### src/rtl/csram_loader.sv
// csram_loader: programming front-end for a core's CSRAM.
// Collects IN_WIDTH-bit chunks from a valid/ready stream, assembles WIDTH-bit
// neuron words (first chunk = LSBs), and writes them to consecutive CSRAM
// addresses starting at base_addr, wrapping at NUM_NEURONS.
module csram_loader #(
  parameter int NUM_NEURONS = 256,
  parameter int WIDTH       = 367,
  parameter int IN_WIDTH    = 32,
  localparam int ADDR_W     = $clog2(NUM_NEURONS)
) (
  input  logic                clk,
  input  logic                rst_n,
  input  logic                start,
  input  logic                abort,
  input  logic [ADDR_W-1:0]   base_addr,
  input  logic [ADDR_W:0]     num_words,
  input  logic [IN_WIDTH-1:0] in_data,
  input  logic                in_valid,
  output logic                in_ready,
  output logic                csram_wen,
  output logic [ADDR_W-1:0]   csram_address,
  output logic [WIDTH-1:0]    csram_data_in,
  output logic                busy,
  output logic                done,
  output logic                error
);

  localparam int CHUNKS = (WIDTH + IN_WIDTH - 1) / IN_WIDTH;
  localparam int CNT_W  = (CHUNKS > 1) ? $clog2(CHUNKS) : 1;

  localparam logic [CNT_W-1:0]  LAST_CHUNK = CNT_W'(CHUNKS - 1);
  localparam logic [ADDR_W-1:0] LAST_ADDR  = ADDR_W'(NUM_NEURONS - 1);
  localparam logic [WIDTH-1:0]  CHUNK_MASK = WIDTH'({IN_WIDTH{1'b1}});

  typedef enum logic [1:0] {
    S_IDLE,
    S_LOAD,
    S_WRITE,
    S_DONE
  } state_t;

  state_t            state;
  logic [CNT_W-1:0]  chunk_cnt;
  logic [ADDR_W-1:0] cur_addr;
  logic [ADDR_W:0]   remaining;
  logic [WIDTH-1:0]  word_buf;
  logic [WIDTH-1:0]  word_next;
  logic [WIDTH-1:0]  in_ext;
  logic              start_legal;
  int unsigned       shamt;

  // Request legality: 1..NUM_NEURONS words, base inside the array
  always_comb begin
    start_legal = (num_words != '0) &&
                  (int'(num_words) <= NUM_NEURONS) &&
                  (int'(base_addr) < NUM_NEURONS);
  end

  // Current word with the incoming chunk merged into its slot; bits shifted
  // past WIDTH fall off, which truncates the final chunk
  always_comb begin
    shamt     = 32'(IN_WIDTH) * 32'(chunk_cnt);
    in_ext    = WIDTH'(in_data);
    word_next = (word_buf & ~(CHUNK_MASK << shamt)) | (in_ext << shamt);
  end

  // Load FSM with all outputs registered
  always_ff @(posedge clk or negedge rst_n) begin
    if (!rst_n) begin
      state         <= S_IDLE;
      chunk_cnt     <= '0;
      cur_addr      <= '0;
      remaining     <= '0;
      word_buf      <= '0;
      in_ready      <= 1'b0;
      csram_wen     <= 1'b0;
      csram_address <= '0;
      csram_data_in <= '0;
      busy          <= 1'b0;
      done          <= 1'b0;
      error         <= 1'b0;
    end else begin
      csram_wen <= 1'b0;
      done      <= 1'b0;
      case (state)
        S_IDLE: begin
          if (start) begin
            if (start_legal) begin
              state     <= S_LOAD;
              cur_addr  <= base_addr;
              remaining <= num_words;
              chunk_cnt <= '0;
              error     <= 1'b0;
              in_ready  <= 1'b1;
              busy      <= 1'b1;
            end else begin
              error <= 1'b1;
            end
          end
        end
        S_LOAD: begin
          // abort wins over the final chunk, so no write can follow it
          if (abort) begin
            state    <= S_IDLE;
            in_ready <= 1'b0;
            busy     <= 1'b0;
          end else if (in_valid) begin
            word_buf <= word_next;
            if (chunk_cnt == LAST_CHUNK) begin
              state         <= S_WRITE;
              in_ready      <= 1'b0;
              csram_wen     <= 1'b1;
              csram_address <= cur_addr;
              csram_data_in <= word_next;
            end else begin
              chunk_cnt <= chunk_cnt + 1'b1;
            end
          end
        end
        S_WRITE: begin
          if (abort) begin
            state <= S_IDLE;
            busy  <= 1'b0;
          end else begin
            cur_addr  <= (cur_addr == LAST_ADDR) ? '0 : cur_addr + 1'b1;
            remaining <= remaining - 1'b1;
            chunk_cnt <= '0;
            if (remaining == (ADDR_W + 1)'(1)) begin
              state <= S_DONE;
              busy  <= 1'b0;
              done  <= 1'b1;
            end else begin
              state    <= S_LOAD;
              in_ready <= 1'b1;
            end
          end
        end
        S_DONE: begin
          state <= S_IDLE;
        end
        default: begin
          state    <= S_IDLE;
          in_ready <= 1'b0;
          busy     <= 1'b0;
        end
      endcase
    end
  end

endmodule

### config.mk
export PLATFORM = sky130hd
export DESIGN_NAME = csram_loader
export DESIGN_NICKNAME = d
export VERILOG_FILES = /design/src/rtl/csram_loader.sv
export SDC_FILE = /design/constraint.sdc
export NUM_CORES = 1
export LEC_CHECK = 0
export CORE_ASPECT_RATIO = 1.25
export CORE_MARGIN = 1.5
export CORE_UTILIZATION = 25
export DETAILED_ROUTE_END_ITERATION = 8
export GPL_ROUTABILITY_DRIVEN = 1
export GPL_TIMING_DRIVEN = 0
export PLACE_DENSITY = 0.41
export SLEW_MARGIN = 10
export SYNTH_ARGS = -nofsm -noshare
export SYNTH_HDL_FRONTEND = slang
export SYNTH_SLANG_ARGS = --single-unit
### constraint.sdc
create_clock -name clk -period 2.5 [get_ports clk]
set_input_delay 0.25 -clock clk [delete_from_list [all_inputs] [get_ports clk]]
set_output_delay 0.25 -clock clk [all_outputs]
set_load 0.01 [all_outputs]
# Word-level counts from Yosys, hierarchy flattened
# Cells that the tools add are included.
# W data, S select, Z words.
[word_totals]
mem_bits_ro = 0
memories = 0
latch_bits = 0
output_inout_bits = 380
word_cells = 96
register_bits = 770
input_bits = 54
ram_bits = 0
[op_classes]
n_div = 0
eq_ne = 17
multipliers = 0
bitwise = 4
add_sub_neg = 3
n_mux = 44
magnitude_cmp = 1
n_reduce_logical = 13
n_shift = 2
[ops]
columns = ["op", "count"]
rows = [
  ["$and A367 B367 Y367", 1],
  ["$not A367 Y367", 1],
  ["$or A367 B367 Y367", 1],
  ["$shl A32 B9 Y367", 1],
  ["$shl A32 B9 Y367 const A", 1],
  ["$mux W8", 4],
  ["$mux W9", 3],
  ["$mux W4", 6],
  ["$mux W1", 18],
  ["$pmux W9 S2", 1],
  ["$ne A2 B2 Y1 const B", 8],
  ["$pmux W8 S2", 1],
  ["$mux W2", 7],
  ["$reduce_and A7 Y1", 2],
  ["$pmux W4 S3", 1],
  ["$reduce_and A4 Y1", 3],
  ["$eq A9 B1 Y1 const B", 1],
  ["$le A9 B9 Y1 const B", 1],
  ["$ne A3 B3 Y1 const B", 3],
  ["$reduce_bool A9 Y1", 1],
  ["$sub A9 B1 Y9 const B", 1],
  ["$add A8 B1 Y8 const B", 1],
  ["$eq A8 B8 Y1 const B", 1],
  ["$pmux W2 S4", 1],
  ["other kinds (13)", 15],
]

# Longest topological paths before layout
[depth]
depth_word = 5
depth_mapped = 10
ltp_nobuf = 7

# Worst setup path before layout
# No wires, ideal clock.
[synth_timing]
path_type = "register to register"
start = "register state[1]"
end = "register word_buf[258]"
path_buffers = 3
path_stages_with_launch = 9
t_arrival_ns = 1.838
period_less_slack_ns = 1.959
t_required_ns = 2.379
setup_slack_ns = 0.541
setup_ns = 0.121
cell_sequence = "dfrtp_1 > inv_1 > ha_1 > and3b_1 > clkbuf_1 > buf_2 > nand4_1 > clkbuf_1 > a22o_1"
[synth_between]
elab_chain_cells = 2
[synth_rtl]
columns = ["element", "line_no", "rtl"]
rows = [
  ["from (decl)", "42", "state_t state;"],
  ["from (signal assigned)", "70", "state <= S_IDLE;"],
  ["from (signal assigned)", "89", "state <= S_LOAD;"],
  ["from (signal assigned)", "104", "state <= S_IDLE;"],
  ["$eq A2 B1 Y1", "85", "case (state)"],
  ["$reduce_and A3 Y1 (no line)", "-", ""],
  ["to (signal assigned)", "108", "word_buf <= word_next;"],
  ["to (decl)", "46", "logic [WIDTH-1:0] word_buf;"],
]
# No other way between the ends.
# A chain may end at the register's enable or synchronous reset.

# Final worst setup path
[layout_timing]
start = "register chunk_cnt[2]"
end = "register csram_data_in[117]"
[layout_between]
elab_chain_cells = 4
word_cells_on_any_way = 7
classes_between = "1 x eq/ne; 2 x shift; 3 x bitwise; 1 x reduce/logical"
[layout_rtl]
columns = ["element", "line_no", "rtl"]
rows = [
  ["from (decl)", "43", "logic [CNT_W-1:0] chunk_cnt;"],
  ["from (signal assigned)", "116", "chunk_cnt <= chunk_cnt + 1'b1;"],
  ["$shl A32 B9 Y367", "64", "word_next = (word_buf & ~(CHUNK_MASK << shamt)) | (in_ext << shamt);"],
  ["$not A367 Y367", "64", ""],
  ["$and A367 B367 Y367", "64", ""],
  ["$or A367 B367 Y367", "64", ""],
  ["to (signal assigned)", "114", "csram_data_in <= word_next;"],
  ["to (decl)", "22", "output logic [WIDTH-1:0] csram_data_in,"],
]
# Several ways; a longest one is shown, not always the timed one.

==> impl_metrics.env <==
export IMPL_status="completed"
export IMPL_antenna_found_initial=2
export IMPL_final_seq_area_um2=19300
export IMPL_m1WireLength_mm=63.3
export IMPL_ios=434
export IMPL_grt_pass1_vias=26700
export IMPL_yosysSeqAreaShare=0.615
export IMPL_avgViaCountPerCell=5.23
export IMPL_cts_tree="built"
export IMPL_yosysWarnings=0
export IMPL_topRoutingLayerUsed="met4"
export IMPL_portBuffers=432
export IMPL_fin_crit_sh=0.993
export IMPL_insertion_delay_ns=0.69
export IMPL_drtAntennaViolNets=0
export IMPL_path_max_fanout=10
export IMPL_leakagePower_nw=18.4
export IMPL_die_h_um=399
export IMPL_wl_mm=151
export IMPL_rows=145
export IMPL_synth_cell_types=61
export IMPL_async_flop_share=1.00
export IMPL_first_pass_iters=5
export IMPL_htree_levels=3
export IMPL_clkTransAtPathRegs_ns=0.07
export IMPL_numCtsBuffers=87
export IMPL_dp_hpwl_mm=106
export IMPL_synth_ff_type="dfrtp_1"
export IMPL_synth_edff_count=0
export IMPL_synthXorXnorAreaFrac=0
export IMPL_grt_max_degree=99
export IMPL_drtIter0Drc=2388
export IMPL_finalHoldViolations=0
export IMPL_skew_ns=0.0325
export IMPL_fill_cells=12600
export IMPL_dieArea_um2=127000
export IMPL_start_util=0.251
export IMPL_synth_cells=2780
export IMPL_syn_to_final_growth_pct=33.3
export IMPL_synth_simple_area_share=0.0701
export IMPL_synth_top_family_by_area="compound AO/OA/AOI/OAI gates"
export IMPL_most_common_layout_cells="dfrtp_1, clkdlybuf4s50_1, nor2_1"
export IMPL_worst_setup_path_type="reg2reg"
export IMPL_slew_headroom=0.0782
export IMPL_route_met2_wl_mm=73.0
export IMPL_final_common_cell="dfrtp_1"
export IMPL_hold_path_class="in2async"
export IMPL_wl_met3_mm=10.8
export IMPL_arrival_ns=3.05
export IMPL_fin_crit_ns=2.48
export IMPL_placed_cells=4841
export IMPL_fmax_ghz=0.403
export IMPL_drive_gt1_frac=0.125
export IMPL_whs_ns=0.175
export IMPL_cp_data_required_time_ns=3.07
export IMPL_grt_pass1_wl_mm=211
export IMPL_tightest_slew_ns=1.38
export IMPL_synthMuxAreaShare=0.00451
export IMPL_die_x_um=320
export IMPL_netlist_area_um2=31300
export IMPL_yosys_register_bits=770
export IMPL_finalSetupViolations=0
export IMPL_synth_nets=2848
export IMPL_finalMaxSlewViolations=0
export IMPL_ir_worst_vdd_mv=0.583
export IMPL_cap_violations=0
export IMPL_p_per_area_nw_per_um2=985
export IMPL_clock_sinks=770
export IMPL_fp_coreArea_um2=125000
export IMPL_rr_worst_depth=6
export IMPL_endpoint_kind="flop"
export IMPL_cp_start_kind="flop"
export IMPL_antennaDiodeCount=0
export IMPL_fin_cells=5015
export IMPL_grt_overflow=0
export IMPL_multi_input_area_um2=11000
export IMPL_vias=26200
export IMPL_post_route_drc_count=0
export IMPL_max_clock_path_buffers=3
export IMPL_yosys_area_share_adder=0.00559
export IMPL_drt_wirelength_per_cell_um=30.2
export IMPL_globalRouteTotalUtil=0.233
export IMPL_syn_area_per_cell_um2=11.3
export IMPL_place_gp_congestion=0.821
export IMPL_p_total_mw=41.1
export IMPL_synth_compound_area_share=0.262
export IMPL_rsz0062_at_grt="true"
export IMPL_fin_nets=3396
export IMPL_root_buffer="clkbuf_16"
## layout make-up
class | instances | area share
clock buffer | 121 | 0.0613
tap | 1617 | 0.0485
multi-input combinational | 1698 | 0.264
buffer | 293 | 0.0373
inverter | 13 | 0.00126
sequential | 770 | 0.462
clock inverter | 38 | 0.0110
timing repair buffer | 465 | 0.115
## path summary, 6_finish.rpt
| check | from | to | slack (ns) |
|---|---|---|---|
| worst min register to register | in_ready | in_ready | 0.49 |
| worst max register to register | chunk_cnt[2] | csram_data_in[117] | 0.02 |
| min in group clk | base_addr[4] | cur_addr[4] | 0.18 |
| max in group asynchronous | rst_n | csram_data_in[316] | 0.32 |
| worst min-delay path | rst_n | csram_data_in[115] | 0.18 |
| worst max-delay path | chunk_cnt[2] | csram_data_in[117] | 0.02 |
## sequential cells by signal, summed over array words and instances, names as in the netlist
signal,count
busy,1
chunk_cnt,4
csram_address,8
csram_data_in,367
csram_wen,1
cur_addr,8
done,1
error,1
in_ready,1
remaining,9
state,2
word_buf,367
## metrics by stage
step | setup TNS [ns] | util | worst slack [ns] | area, um^2
after CTS | -1.06 | 0.333 | -0.107 | 41500
after floorplan | 0 | - | 0.541 | 31300
after detailed placement | -406.21 | 0.305 | -0.937 | 38000
after global routing | -0.406 | 0.335 | -0.0333 | 41800
final | 0 | 0.335 | 0.0171 | 41800
after global placement | - | 0.302 | -37.03 | 37700
## cell usage after synthesis, types with 3 or more instances
library cell / instances / area [um^2]
dfrtp_1: 770 / 19300
nor2_1: 394 / 1480
a21oi_1: 374 / 1870
a22o_1: 367 / 3210
a22oi_1: 367 / 2760
clkbuf_1: 174 / 653
buf_2: 117 / 586
nand2_1: 36 / 135
nand3_1: 19 / 95.1
ha_1: 14 / 175
nor3_1: 12 / 60.1
inv_1: 11 / 41.3
o21ai_0: 11 / 55.1
nand4_1: 9 / 56.3
mux2_2: 8 / 90.1
and2_1: 7 / 43.8
nor3_2: 7 / 70.1
buf_1: 5 / 18.8
mux2i_1: 4 / 40.0
nand2b_1: 4 / 25.0
nor4_1: 4 / 25.0
o22ai_1: 4 / 25.0
a221o_1: 3 / 30.0
a31oi_1: 3 / 18.8
and3_1: 3 / 18.8
nor4_4: 3 / 63.8
o211ai_1: 3 / 22.5
o21ai_1: 3 / 15.0
o31ai_1: 3 / 22.5
## critical path: stages (launching register included)
cell,delay (ns)
dfrtp_1,0.47
inv_1,0.32
ha_2,0.35
nand2_2,0.28
clkbuf_1,0.38
a22oi_2,0.44
a21oi_1,0.12
## per-layer routing
metal	track usage	vias up
met5	0	-
met4	0.0710	0
met3	0.0541	154
met2	0.386	977
met1	0.302	13700
li1	-	11400
## repair_timing
| item | CTS | global route |
|---|---|---|
| endpoints found under the setup margin | 692 | 634 |
| endpoints found under the hold margin | 93 | 0 |
| buffers inserted | 17 | 3 |
| hold buffers | 1 | 0 |
| pin swaps | 10 | 6 |
| gates resized for setup | 106 | 123 |
## cell families (layout without fill, tap and decap cells)
| group | count (synthesis) | count (layout) |
|---|---|---|
| DFF | 770 | 770 |
| buffers and inverters | 312 | 930 |
| and+or+nand+nor | 513 | 513 |
| muxes | 13 | 13 |
| AOI/OAI and AO/OA | 1158 | 1158 |
| adders and majority gates | 14 | 14 |
## power by group
part	total (mW)	internal [mW]	switching [mW]
clock network	13.9	8.11	5.79
registers	16.7	14.9	1.76
logic	10.5	4.56	5.97
total	41.1	27.6	13.5
Power figures use the tool's default switching activity.
